$ cat src/rtl/instr_mem_pkg.sv
// Shared definitions for the instruction memory and its program loader.
// Provides the default memory depth, the matching address width, the header
// count width, the loader state encoding and a header range check.
package instr_mem_pkg;

    localparam int unsigned IMEM_DEPTH  = 64;
    localparam int unsigned IMEM_ADDR_W = $clog2(IMEM_DEPTH);
    localparam int unsigned HDR_W       = 16;

    typedef enum logic [2:0] {
        IDLE,
        HDR_LO,
        HDR_HI,
        COLLECT,
        WRITE,
        DONE
    } loader_state_t;

    // A header is usable when it asks for at least one word and no more than fit.
    function automatic logic count_ok(input logic [HDR_W-1:0] count, input int unsigned depth);
        return (count != '0) && (32'(count) <= depth);
    endfunction

endpackage

$ cat src/rtl/byte_packer.sv
// Assembles 32-bit little-endian words from a stream of accepted bytes.
// Ports:
//   clk, reset  - clock and asynchronous active-high reset
//   clear       - drop any partially assembled word
//   accept      - byte_data is consumed this cycle
//   byte_data   - incoming byte
//   word_c      - word formed by the current byte and the three held bytes
//   last_c      - this accepted byte completes a word (word_c is valid)
module byte_packer (
    input  logic        clk,
    input  logic        reset,
    input  logic        clear,
    input  logic        accept,
    input  logic [7:0]  byte_data,
    output logic [31:0] word_c,
    output logic        last_c
);

    logic [1:0]  byte_cnt;
    logic [23:0] shreg;

    // Older bytes shift toward bit 0, so the first byte ends up in [7:0].
    always_ff @(posedge clk or posedge reset) begin
        if (reset) begin
            byte_cnt <= '0;
            shreg    <= '0;
        end else if (clear) begin
            byte_cnt <= '0;
            shreg    <= '0;
        end else if (accept) begin
            byte_cnt <= byte_cnt + 2'd1;
            shreg    <= {byte_data, shreg[23:8]};
        end
    end

    assign word_c = {byte_data, shreg};
    assign last_c = accept && (byte_cnt == 2'd3);

endmodule

$ cat src/rtl/instr_loader.sv
// Loads a program from a byte stream into instruction memory.
// Stream format: 16-bit little-endian word count, then count words of four
// little-endian bytes each. Words are written to consecutive addresses from 0.
// Ports:
//   clk, reset              - clock and asynchronous active-high reset
//   load_start              - begin a load (honoured only when idle)
//   abort                   - cancel the load in progress
//   byte_data/valid/ready   - byte stream handshake
//   store_address/data/en   - memory write port
//   busy                    - load in progress, also used to hold the core
//   load_done / load_err    - completion / rejected-header pulses
//   words_loaded            - words written by the current or last load
module instr_loader
    import instr_mem_pkg::*;
#(
    parameter int unsigned DEPTH = IMEM_DEPTH
) (
    input  logic                     clk,
    input  logic                     reset,
    input  logic                     load_start,
    input  logic                     abort,
    input  logic [7:0]               byte_data,
    input  logic                     byte_valid,
    output logic                     byte_ready,
    output logic [$clog2(DEPTH)-1:0] store_address,
    output logic [31:0]              store_data,
    output logic                     store_en,
    output logic                     busy,
    output logic                     load_done,
    output logic                     load_err,
    output logic [$clog2(DEPTH):0]   words_loaded
);

    localparam int unsigned AW   = $clog2(DEPTH);
    localparam int unsigned WL_W = AW + 1;

    loader_state_t    state;
    loader_state_t    next_state;
    logic [HDR_W-1:0] count;
    logic [HDR_W-1:0] hdr_count;
    logic [AW-1:0]    index;
    logic             xfer;
    logic             hdr_ok;
    logic             last_word;
    logic             pack_accept;
    logic             pack_clear;
    logic             pack_last;
    logic [31:0]      pack_word;

    assign xfer      = byte_valid && byte_ready;
    assign hdr_count = {byte_data, count[7:0]};
    assign hdr_ok    = count_ok(hdr_count, DEPTH);
    assign last_word = (HDR_W'(index) == (count - HDR_W'(1)));

    // Partial words only survive while collecting; any exit discards them.
    assign pack_accept = xfer && (state == COLLECT);
    assign pack_clear  = (state != COLLECT);

    byte_packer u_packer (
        .clk       (clk),
        .reset     (reset),
        .clear     (pack_clear),
        .accept    (pack_accept),
        .byte_data (byte_data),
        .word_c    (pack_word),
        .last_c    (pack_last)
    );

    // State register.
    always_ff @(posedge clk or posedge reset) begin
        if (reset) begin
            state <= IDLE;
        end else begin
            state <= next_state;
        end
    end

    // Next-state logic; abort overrides everything outside IDLE.
    always_comb begin
        next_state = state;
        if ((state != IDLE) && abort) begin
            next_state = IDLE;
        end else begin
            case (state)
                IDLE:    if (load_start) next_state = HDR_LO;
                HDR_LO:  if (xfer)       next_state = HDR_HI;
                HDR_HI:  if (xfer)       next_state = hdr_ok ? COLLECT : IDLE;
                COLLECT: if (pack_last)  next_state = WRITE;
                WRITE:   next_state = last_word ? DONE : COLLECT;
                DONE:    next_state = IDLE;
                default: next_state = IDLE;
            endcase
        end
    end

    // State-decoded outputs; abort masks the write and done strobes in the
    // same cycle so a cancelled load never touches memory again.
    always_comb begin
        byte_ready = 1'b0;
        store_en   = 1'b0;
        load_done  = 1'b0;
        busy       = (state != IDLE);
        case (state)
            HDR_LO, HDR_HI, COLLECT: byte_ready = !abort;
            WRITE:                   store_en   = !abort;
            DONE:                    load_done  = !abort;
            default: begin
            end
        endcase
    end

    // Header capture, write port registers, word index and progress count.
    always_ff @(posedge clk or posedge reset) begin
        if (reset) begin
            count         <= '0;
            index         <= '0;
            words_loaded  <= '0;
            store_address <= '0;
            store_data    <= '0;
            load_err      <= 1'b0;
        end else begin
            load_err <= 1'b0;
            if ((state == HDR_LO) && xfer) begin
                count[7:0] <= byte_data;
            end
            if ((state == HDR_HI) && xfer) begin
                count[15:8] <= byte_data;
                if (hdr_ok) begin
                    index        <= '0;
                    words_loaded <= '0;
                end else begin
                    load_err <= 1'b1;
                end
            end
            // Write port only moves when a word completes, so it is stable otherwise.
            if (pack_last) begin
                store_address <= index;
                store_data    <= pack_word;
            end
            if (store_en) begin
                index        <= index + AW'(1);
                words_loaded <= words_loaded + WL_W'(1);
            end
        end
    end

endmodule

$ cat config.mk
export PLATFORM = sky130hd
export DESIGN_NAME = instr_loader
export DESIGN_NICKNAME = d
export VERILOG_FILES = /design/src/rtl/instr_mem_pkg.sv /design/src/rtl/byte_packer.sv /design/src/rtl/instr_loader.sv
export SDC_FILE = /design/constraint.sdc
export NUM_CORES = 1
export LEC_CHECK = 0
export CAP_MARGIN = 20
export CORE_AREA = 2 2 92 94
export CTS_CLUSTER_SIZE = 8
export DETAILED_ROUTE_END_ITERATION = 6
export DIE_AREA = 0 0 94 96
export PLACE_DENSITY = 0.78
export SETUP_SLACK_MARGIN = 0.2
export SLEW_MARGIN = 25
export SYNTH_ARGS = -nofsm -noshare
export SYNTH_HDL_FRONTEND = slang
export SYNTH_SLANG_ARGS = --single-unit
$ cat constraint.sdc
create_clock -name clk -period 3.62 [get_ports clk]
set_input_delay 0.724 -clock clk [delete_from_list [all_inputs] [get_ports clk]]
set_output_delay 0.724 -clock clk [all_outputs]
set_load 0.02 [all_outputs]
Yosys cells after proc, flatten, opt, wreduce, memory -nomap -nowiden --
Cells that the tools add are included.
Word-level totals: register bits after elaboration 97, latch bits 0, RAM bits 0, ROM bits 0, bits of input ports 13, output and inout bits 50, word-level logic and storage cells 67, memories 0
Operators by class: add/subtract/negate cells 4, multipliers 0, divide/modulo/power cells 0, magnitude comparators 1, equality and inequality tests 12, shifts and indexed selects 0, muxes and demuxes 23, bitwise gates (word level) 0, reduce and logical (&&, ||, !) cells 17
Operators by type and width (count):
- two-way mux 24 bit | 2
- two-way mux 7 bit | 3
- two-way mux 3 bit | 6
- two-way mux 6 bit | 3
- equality test 6 x 16 -> 1 bit | 1
- less-or-equal comparator 16 x 7 -> 1 bit, second input constant | 1
- nonzero test 16 bit | 1
- subtractor 16 x 1 -> 16 bit, second input constant | 1
- one-hot mux 3 bit (5 select lines) | 1
- inequality test 3 bit, second input constant | 3
- adder 7 x 1 -> 7 bit, second input constant | 1
- logical AND 1 bit | 7
- adder 6 x 1 -> 6 bit, second input constant | 1
- equality test 3 x 2 -> 1 bit, second input constant | 2
- equality test 3 bit, second input constant | 2
- two-way mux 2 bit | 3
- inequality test 3 x 2 -> 1 bit, second input constant | 2
- nonzero test 2 bit | 3
- two-way mux 1 bit | 5
- AND reduction 4 bit | 1
- equality test 3 x 1 -> 1 bit, second input constant | 1
- zero test 3 bit | 1
- nonzero test 3 bit | 1
- OR reduction 3 bit | 1
- 4 further kinds | 4

Longest topological paths before layout --
Gate-level depths: netlist (run 1).
word-level depth 9, mapped depth 9, depth with buffers taken out 8

Cells and area by module --
From an unflattened synthesis (run 1), not the netlist that was laid out.
Second synthesis, totals: cell total of the unflattened synthesis 368, area total of the unflattened synthesis 4399.2 µm²
Modules (own cells, without submodules):
- instr_loader | times used 1, cells an instance 273, area each 3240.6 µm², seq. area each 1776.7 µm²
- byte_packer | times used 1, cells an instance 95, area each 1158.6 µm², seq. area each 650.6 µm²

Worst setup path before layout (run 1) --
Ideal clock, no wire load.
path kind input -> register, start in abort, end reg words_loaded[4], setup time 131 ps, data arrival time 2282 ps, data required time 3489 ps, slack 1208 ps, cell stages on the path 9, buffers on the path 3, path through buf_2 nand3b_4 or3_1 buf_2 a211o_1 and2_1 clkbuf_1 o21ai_1 o21ai_1
On the way: longest elaborated chain between the ends 6, elaborated cells between the ends (all ways) 9, those cells by class 3 x mux; 6 x reduce/logical
Ends and longest elaborated chain:
- start: declaration | line instr_loader.sv:21 | input logic abort,
- zero test 1 bit * | line instr_loader.sv:104, instr_loader.sv:105
- two-way mux 1 bit | line instr_loader.sv:103 | case (state)
- logical AND 1 bit | line instr_loader.sv:50 | assign xfer = byte_valid && byte_ready;
- logical AND 1 bit | line instr_loader.sv:126 | if ((state == HDR_HI) && xfer) begin
- nonzero test 2 bit (no source line)
- AND reduction 2 bit (no source line)
- end signal: assignment | line instr_loader.sv:142 | words_loaded <= words_loaded + WL_W'(1);
- end: declaration | line instr_loader.sv:31 | output logic [$clog2(DEPTH):0] words_loaded
Mark *: on every way between the ends. The rest lies on a longest branch, timed or not. A chain may end at the register's enable or synchronous reset.

Worst setup path in the final report (run 1) --
start in abort, end out store_en
On the way: longest elaborated chain between the ends 2
Ends and longest elaborated chain:
- zero test 1 bit | line instr_loader.sv:105 | WRITE: store_en = !abort;
- two-way mux 1 bit | line instr_loader.sv:103
- end: declaration | line instr_loader.sv:27 | output logic store_en,
Every way passes these cells.

==> run summary, run 1 <==
Die ar. = 9024 sq um
Relative slew margins = 56.57%
drt wl/cell = 16.08 um
maximum buffer depth of the clock tree = 2
Clock Skews = 16.28 ps
most numerous cell on the critical path = clkdlybuf4s50_1
Yosys warning total = 0
TritonCTS Sinks = 97
Seq/Total Area, Yosys = 57.58%
First DRT Iteration DRCs = 151
cell count after synthesis = 339
switching component of the power = 840.0 uW
Clock transition at path regs = 90 ps
summed negative setup slack over all endpoints = 0 ps
setup fix buffers added after clock tree synthesis = 0
number of vias per cell = 5.635
placer congestion estimate = 0.8927
result of the run = finished, final reports clean
final global-route overflow total = 0
Filler Cell Count = 596
count of pins over their slew limit = 0
critical-path cell list = clkdlybuf4s50_1 > nor2_1 > nand3_1 > inv_2 > clkdlybuf4s50_1
type of destination of the critical path = primary output
# resized after CTS = 0
kind of cell adding the most delay to the critical path = buffers and inverters
number of standard-cell rows in the floorplan = 33
number of violations of the max-capacitance limit = 0
average size of a mapped cell = 12.43 sq um
flip-flop cell with the highest count after synthesis = dfrtp_1
arrival time worst endpoint = 2470 ps
setup repair after global routing missed its margin = false
initial antenna violation count = 0
final period utilization = 88.24%
Num CTS Buffers = 9
Yosys reg bits = 97
placeable core region = 8051 sq um
delay contributed by the slowest stage of the critical path = 640 ps
CP startpoint kind = input pin
GRT Total Usage = 19.81%
static leakage = 2.455 nW
clock share of power = 28.4%
remaining antenna violation count after routing = 0
via count of the first global-routing pass = 2839
effective utilization at floorplan = 52.35%
final instance count without filler cells = 513
wire length of the first global-routing pass = 13.68 mm
Int Power = 1.779 mW
total power after layout = 2.619 mW
placed wire-length estimate after detailed placement = 5.602 mm
worst slew pin tran = 645.6 ps
total wirelength of the detailed-routed design = 8.249 mm
syn nets = 356
count of buffers inserted at the top-level ports = 62
largest net degree at the start of global routing = 54
count of distinct cell types in the synthesized netlist = 48
Max Fanout on Critical Path = 12
worst hold path class = flop to flop
clock latency on the worst-skew pair = 370 ps
critical setup path kind = input pin to primary output
die boundary width = 94 um
CTS tree = yes
CP Buf/Inv Count = 3
number of enable-type register cells in the synthesized netlist = 0
share of final-layout standard cells stronger than drive strength 1 = 9.804%
combinational share of power = 21.2%
cell at the slowest stage of the critical path = clkdlybuf4s50_1
hold_buf cts = 0
# placed instances = 497
DIE HEIGHT = 96 um
Power Dens Cells = 506.2 nW/um^2
P&R area growth vs syn = 22.74%
fin util = 64.26%
Layout Nets = 420
timing-limited maximum frequency = 0.3131 GHz
largest voltage drop on the vdd net = 319.7 uV
Syn Std Cell Area = 4215 sq um
number of H-tree branching levels = 3
total via count in the routed design = 2891
# setup viols final = 0
shortest period the worst path allows = 3194 ps
number of inserted diodes = 0
proportion of register bits with asynchronous set or reset after synthesis = 100.0%
number of detailed-route iterations in the first pass = 4
portion of total power attributed to sequential cells = 50.4%
remaining design rule violation count = 0
number of ports placed on the die boundary = 63
root buf cell = clkbuf_8
final hold violation count = 0
CP required = 2900 ps
fraction of power spent switching nets = 32.08%
[cells in the final DEF (no fill, tap or decap), types with 2 or more instances in the layout]
| cell | Yosys | layout |
|---|---|---|
| mux2_2 | 9 | 9 |
| o21ai_0 | 7 | 7 |
| buf_4 | 1 | 6 |
| nor4_1 | 5 | 5 |
| a22o_1 | 26 | 26 |
| mux2_1 | 46 | 46 |
| nand2_1 | 20 | 19 |
| or3_1 | 2 | 2 |
| inv_1 | 8 | 7 |
| o21ai_1 | 15 | 15 |
| nand3_1 | 9 | 9 |
| a21oi_1 | 4 | 3 |
| xor2_1 | 7 | 7 |
| ha_1 | 4 | 4 |
| and2_1 | 2 | 2 |
| nor3_1 | 6 | 6 |
| o211ai_1 | 2 | 2 |
| dfrtp_1 | 97 | 97 |
| nor2_1 | 16 | 16 |
| and3_1 | 4 | 4 |
| clkdlybuf4s50_1 | 0 | 62 |
| inv_8 | 0 | 2 |
| clkbuf_8 | 0 | 9 |
| xnor2_1 | 5 | 5 |
| a31oi_1 | 2 | 2 |
| nand4_1 | 6 | 6 |
[cell type report]
cell class,instances,area [sq um],share of cell area (%)
tap,105,131.4,2.539
timing repair buffer,68,665.6,12.87
inverter,9,36.28,0.7013
multi-input combinational,218,1695,32.77
sequential,97,2427,46.92
clock buffer,9,123.9,2.394
clock inverter,7,93.84,1.814
[metrics by stage]
step                setup WS, ps  hold slack, ps  cell area (sq um)
floorplan                  362.3           458.8               4215
global placement           486.0           473.3               4956
detailed placement         454.1           476.2               4956
CTS                        445.3           503.2               5174
global route               342.6           520.9               5174
finish                     425.8           497.7               5174
[Yosys cell counts, types with 2 or more instances]
master,instances,share of area (%)
a22o_1,26,5.4
inv_1,8,0.71
o21ai_0,7,0.83
o21ai_1,15,1.8
nand3_1,9,1.1
a21oi_1,4,0.47
nor2_1,16,1.4
and2_1,2,0.30
and3_1,4,0.59
nor3_1,6,0.71
xnor2_1,5,1.0
clkbuf_1,10,0.89
buf_2,3,0.36
mux2_1,46,12
mux2_2,9,2.4
nand4_1,6,0.89
o211ai_1,2,0.36
ha_1,4,1.2
nor4_1,5,0.74
dfrtp_1,97,58
or3_1,2,0.30
a31oi_1,2,0.30
nand2_1,20,1.8
xor2_1,7,1.5
[logic make-up (layout without fill, tap and decap cells)]
family                   after synthesis  in the layout  synth area share (%)
AO/OA/AOI/OAI                         67             67                 11.46
XOR/XNOR                              12             12                 2.493
adder cells (fa/ha/maj)                4              4                 1.187
buffers and inverters                 24             93                 2.493
flip-flops                            97             97                 57.58
multiplexers                          56             56                 14.93
AND/OR/NAND/NOR                       79             79                 9.855
[sequential cells by signal (all words and copies together) (netlist names)]
| name | count |
|---|---|
| store_data | 32 |
| u_packer.shreg | 24 |
| count | 16 |
| words_loaded | 7 |
| index | 6 |
| store_address | 6 |
| state | 3 |
| u_packer.byte_cnt | 2 |
| load_err | 1 |
[final timing paths]
check	from	endpoint	slack [ps]	cells after the start
max	abort	store_en	430	5
min	store_data[25]$_DFFE_PP0P_	store_data[25]$_DFFE_PP0P_	500	1
max reg2reg	count[0]$_DFFE_PP0P_	state[1]$_DFFE_PP0P_	1220	7
min reg2reg	store_data[25]$_DFFE_PP0P_	store_data[25]$_DFFE_PP0P_	500	1
max in group asynchronous	reset	store_data[18]$_DFFE_PP0P_	2060	3
min in group asynchronous	reset	count[4]$_DFFE_PP0P_	800	2
[metal layers]
layer	GRT usage (%)	share of wire, %	up-vias	wire (um)
met2	30.48	46	85	3790
li1	-	-	1363	-
met1	27.22	47	1427	3889
met4	8.575	2.6	0	216
met3	4.620	4.3	16	352
met5	0	0	-	0
[power by group through the flow]
stage | Combinational [mW] | Sequential [mW] | Clock [mW]
floorplan | 0.437 | 1.29 | 0
global placement | 0.533 | 1.33 | 0
detailed placement | 0.551 | 1.34 | 0
CTS | 0.554 | 1.32 | 0.761
global route | 0.619 | 1.34 | 0.809
finish | 0.555 | 1.32 | 0.743
Note: power is estimated with default switching activity, not from simulation.
==> inputs of run 2 (changes only) <==
==> constraint.sdc (replaced) <==
create_clock -name clk -period 3.1 [get_ports clk]
set_input_delay 0.62 -clock clk [delete_from_list [all_inputs] [get_ports clk]]
set_output_delay 0.62 -clock clk [all_outputs]
set_load 0.02 [all_outputs]
==> run 2 against run 1 <==
- critical path depth is the same
- combinational power rose by 18%
- critical path type unchanged
- sequential power is 17% higher
- sequential share of layout area down 0.091 points
- critical endpoint unchanged
- largest cell class unchanged
- largest power group unchanged
==> run summary, run 2 (synthesis results as in run 1) <==
number of inserted diodes = 0 (unchanged)
initial antenna violation count = 0 (unchanged)
# resized after CTS = 0 (unchanged)
largest registers = store_data (32), u_packer.shreg (24), count (16)
result of the run = finished, final reports clean
largest net degree at the start of global routing = 45 (-17%)
max FFs per register = 32 (unchanged)
share of final-layout standard cells stronger than drive strength 1 = 10.46% (+0.66 points)
number of violations of the max-capacitance limit = 0 (unchanged)
worst hold path class = flop to flop
P&R area growth vs syn = 22.97%
number of detailed-route iterations in the first pass = 4 (unchanged)
Filler Cell Count = 657 (+10%)
leading cell type in the layout, fill and taps excluded = dfrtp_1
largest voltage drop on the vdd net = 310.4 uV (-2.9%)
total wirelength of the detailed-routed design = 8.603 mm (+4.3%)
GRT Total Usage = 20.49% (+0.68 points)
Num CTS Buffers = 9 (unchanged)
total via count in the routed design = 2935 (+1.5%)
root buf cell = clkbuf_8
number of H-tree branching levels = 3 (unchanged)
CP required = 2480 ps (-420 ps)
Worst Hold Slack = 497.3 ps (-0.3460 ps)
Die ar. = 9024 sq um (unchanged)
crit path setup slack, layout = 295.6 ps (-130.2 ps)
via count of the first global-routing pass = 2910 (+2.5%)
arrival time worst endpoint = 2180 ps (-290 ps)
setup slack of the worst register-to-register path = 790 ps (-430 ps)
Relative slew margins = 58.12% (+1.6 points)
wire length of the first global-routing pass = 14.28 mm (+4.3%)
final global-route overflow total = 0 (unchanged)
type of destination of the critical path = primary output
most used cells in the layout excluding fill and tap cells = 97 x dfrtp_1, 62 x clkdlybuf4s50_1, 46 x mux2_1
die boundary width = 94 um (unchanged)
Most flops, register = store_data
timing-limited maximum frequency = 0.3566 GHz
maximum buffer depth of the clock tree = 2 (unchanged)
effective utilization at floorplan = 52.35% (unchanged)
number of standard-cell rows in the floorplan = 33 (unchanged)
number of ports placed on the die boundary = 63 (unchanged)
clock latency on the worst-skew pair = 370 ps (about the same)
shortest period the worst path allows = 2804 ps
number of vias per cell = 5.688 (+0.93%)
final period utilization = 90.47%
critical setup path kind = input pin to primary output
total power after layout = 2.979 mW (+14%)
placeable core region = 8051 sq um (unchanged)
CTS tree = yes
setup repair after global routing missed its margin = false
drt wl/cell = 16.67 um (+3.7%)
summed negative setup slack over all endpoints = 0 ps (unchanged)
worst slack, placed = 268.9 ps (-185.1 ps)
TritonCTS Sinks = 97 (unchanged)
static leakage = 2.461 nW (+0.23%)
Power Dens Cells = 574.7 nW/um^2 (+14%)
count of pins over their slew limit = 0 (unchanged)
CP startpoint kind = input pin
DIE HEIGHT = 96 um (unchanged)
count of buffers inserted at the top-level ports = 62 (unchanged)
Clock Skews = 13.33 ps (-2.950 ps)
First DRT Iteration DRCs = 182 (+21%)
Max Fanout on Critical Path = 8 (-4)
setup fix buffers added after clock tree synthesis = 0 (unchanged)
placed wire-length estimate after detailed placement = 5.866 mm (+4.7%)
Layout Nets = 423 (+0.71%)
remaining antenna violation count after routing = 0 (unchanged)
Clock transition at path regs = 90 ps (about the same)
remaining design rule violation count = 0 (unchanged)
# setup viols final = 0 (unchanged)
final hold violation count = 0 (unchanged)
placer congestion estimate = 0.8881 (-0.52%)
worst slew pin tran = 622.5 ps (-23.04 ps)
hold_buf cts = 0 (unchanged)
run 2: area by class of cell:
class | count | area (sq um) | share of cell area [%]
flip-flops and latches | 97 | 2427 | 46.83
multi-input cells | 218 | 1698 | 32.75
repair buffers | 71 | 700.7 | 13.52
clock buffers | 11 | 141.4 | 2.728
well taps | 105 | 131.4 | 2.534
clock inverters | 5 | 47.55 | 0.9172
inverters | 9 | 37.54 | 0.7241
run 2: stage by stage:
stage                     instances  instance area, sq um  utilization, %
after floorplan                 339                  4219               -
after global placement          500                  4992           62.00
after detailed placement        500                  4992           62.00
after CTS                       516                  5181           64.35
after global routing            516                  5184           64.38
final                           516                  5184           64.38
run 2: per-layer routing:
metal / global-route usage (%) / vias to the layer above / wire length (um)
li1: - / 1370 / -
met1: 27.99 / 1485 / 3996
met2: 32.26 / 66 / 4123
met3: 3.524 / 14 / 300
met4: 9.541 / 0 / 183
met5: 0 / - / 0
run 2: final timing paths:
check / startpoint / end / cells after the start
worst max register to register: count[0]$_DFFE_PP0P_ / index[2]$_DFFE_PP0P_ / 8
worst max-delay path: abort / store_en / 5
max in group asynchronous: reset / store_data[18]$_DFFE_PP0P_ / 3
min in group asynchronous: reset / u_packer.shreg[14]$_DFFE_PP0P_ / 2
worst min-delay path: words_loaded[6]$_DFFE_PP0P_ / words_loaded[6]$_DFFE_PP0P_ / 1
worst min register to register: words_loaded[6]$_DFFE_PP0P_ / words_loaded[6]$_DFFE_PP0P_ / 1
run 2: critical path: stages:
cell	delay [ps]
clkdlybuf4s50_1	540
nor2_2	180
nand3_1	140
inv_2	100
clkdlybuf4s50_1	600
run 2: power breakdown:
part           internal [mW]  switching (mW)
clock                  0.328           0.452
sequential              1.38           0.163
combinational          0.304           0.349
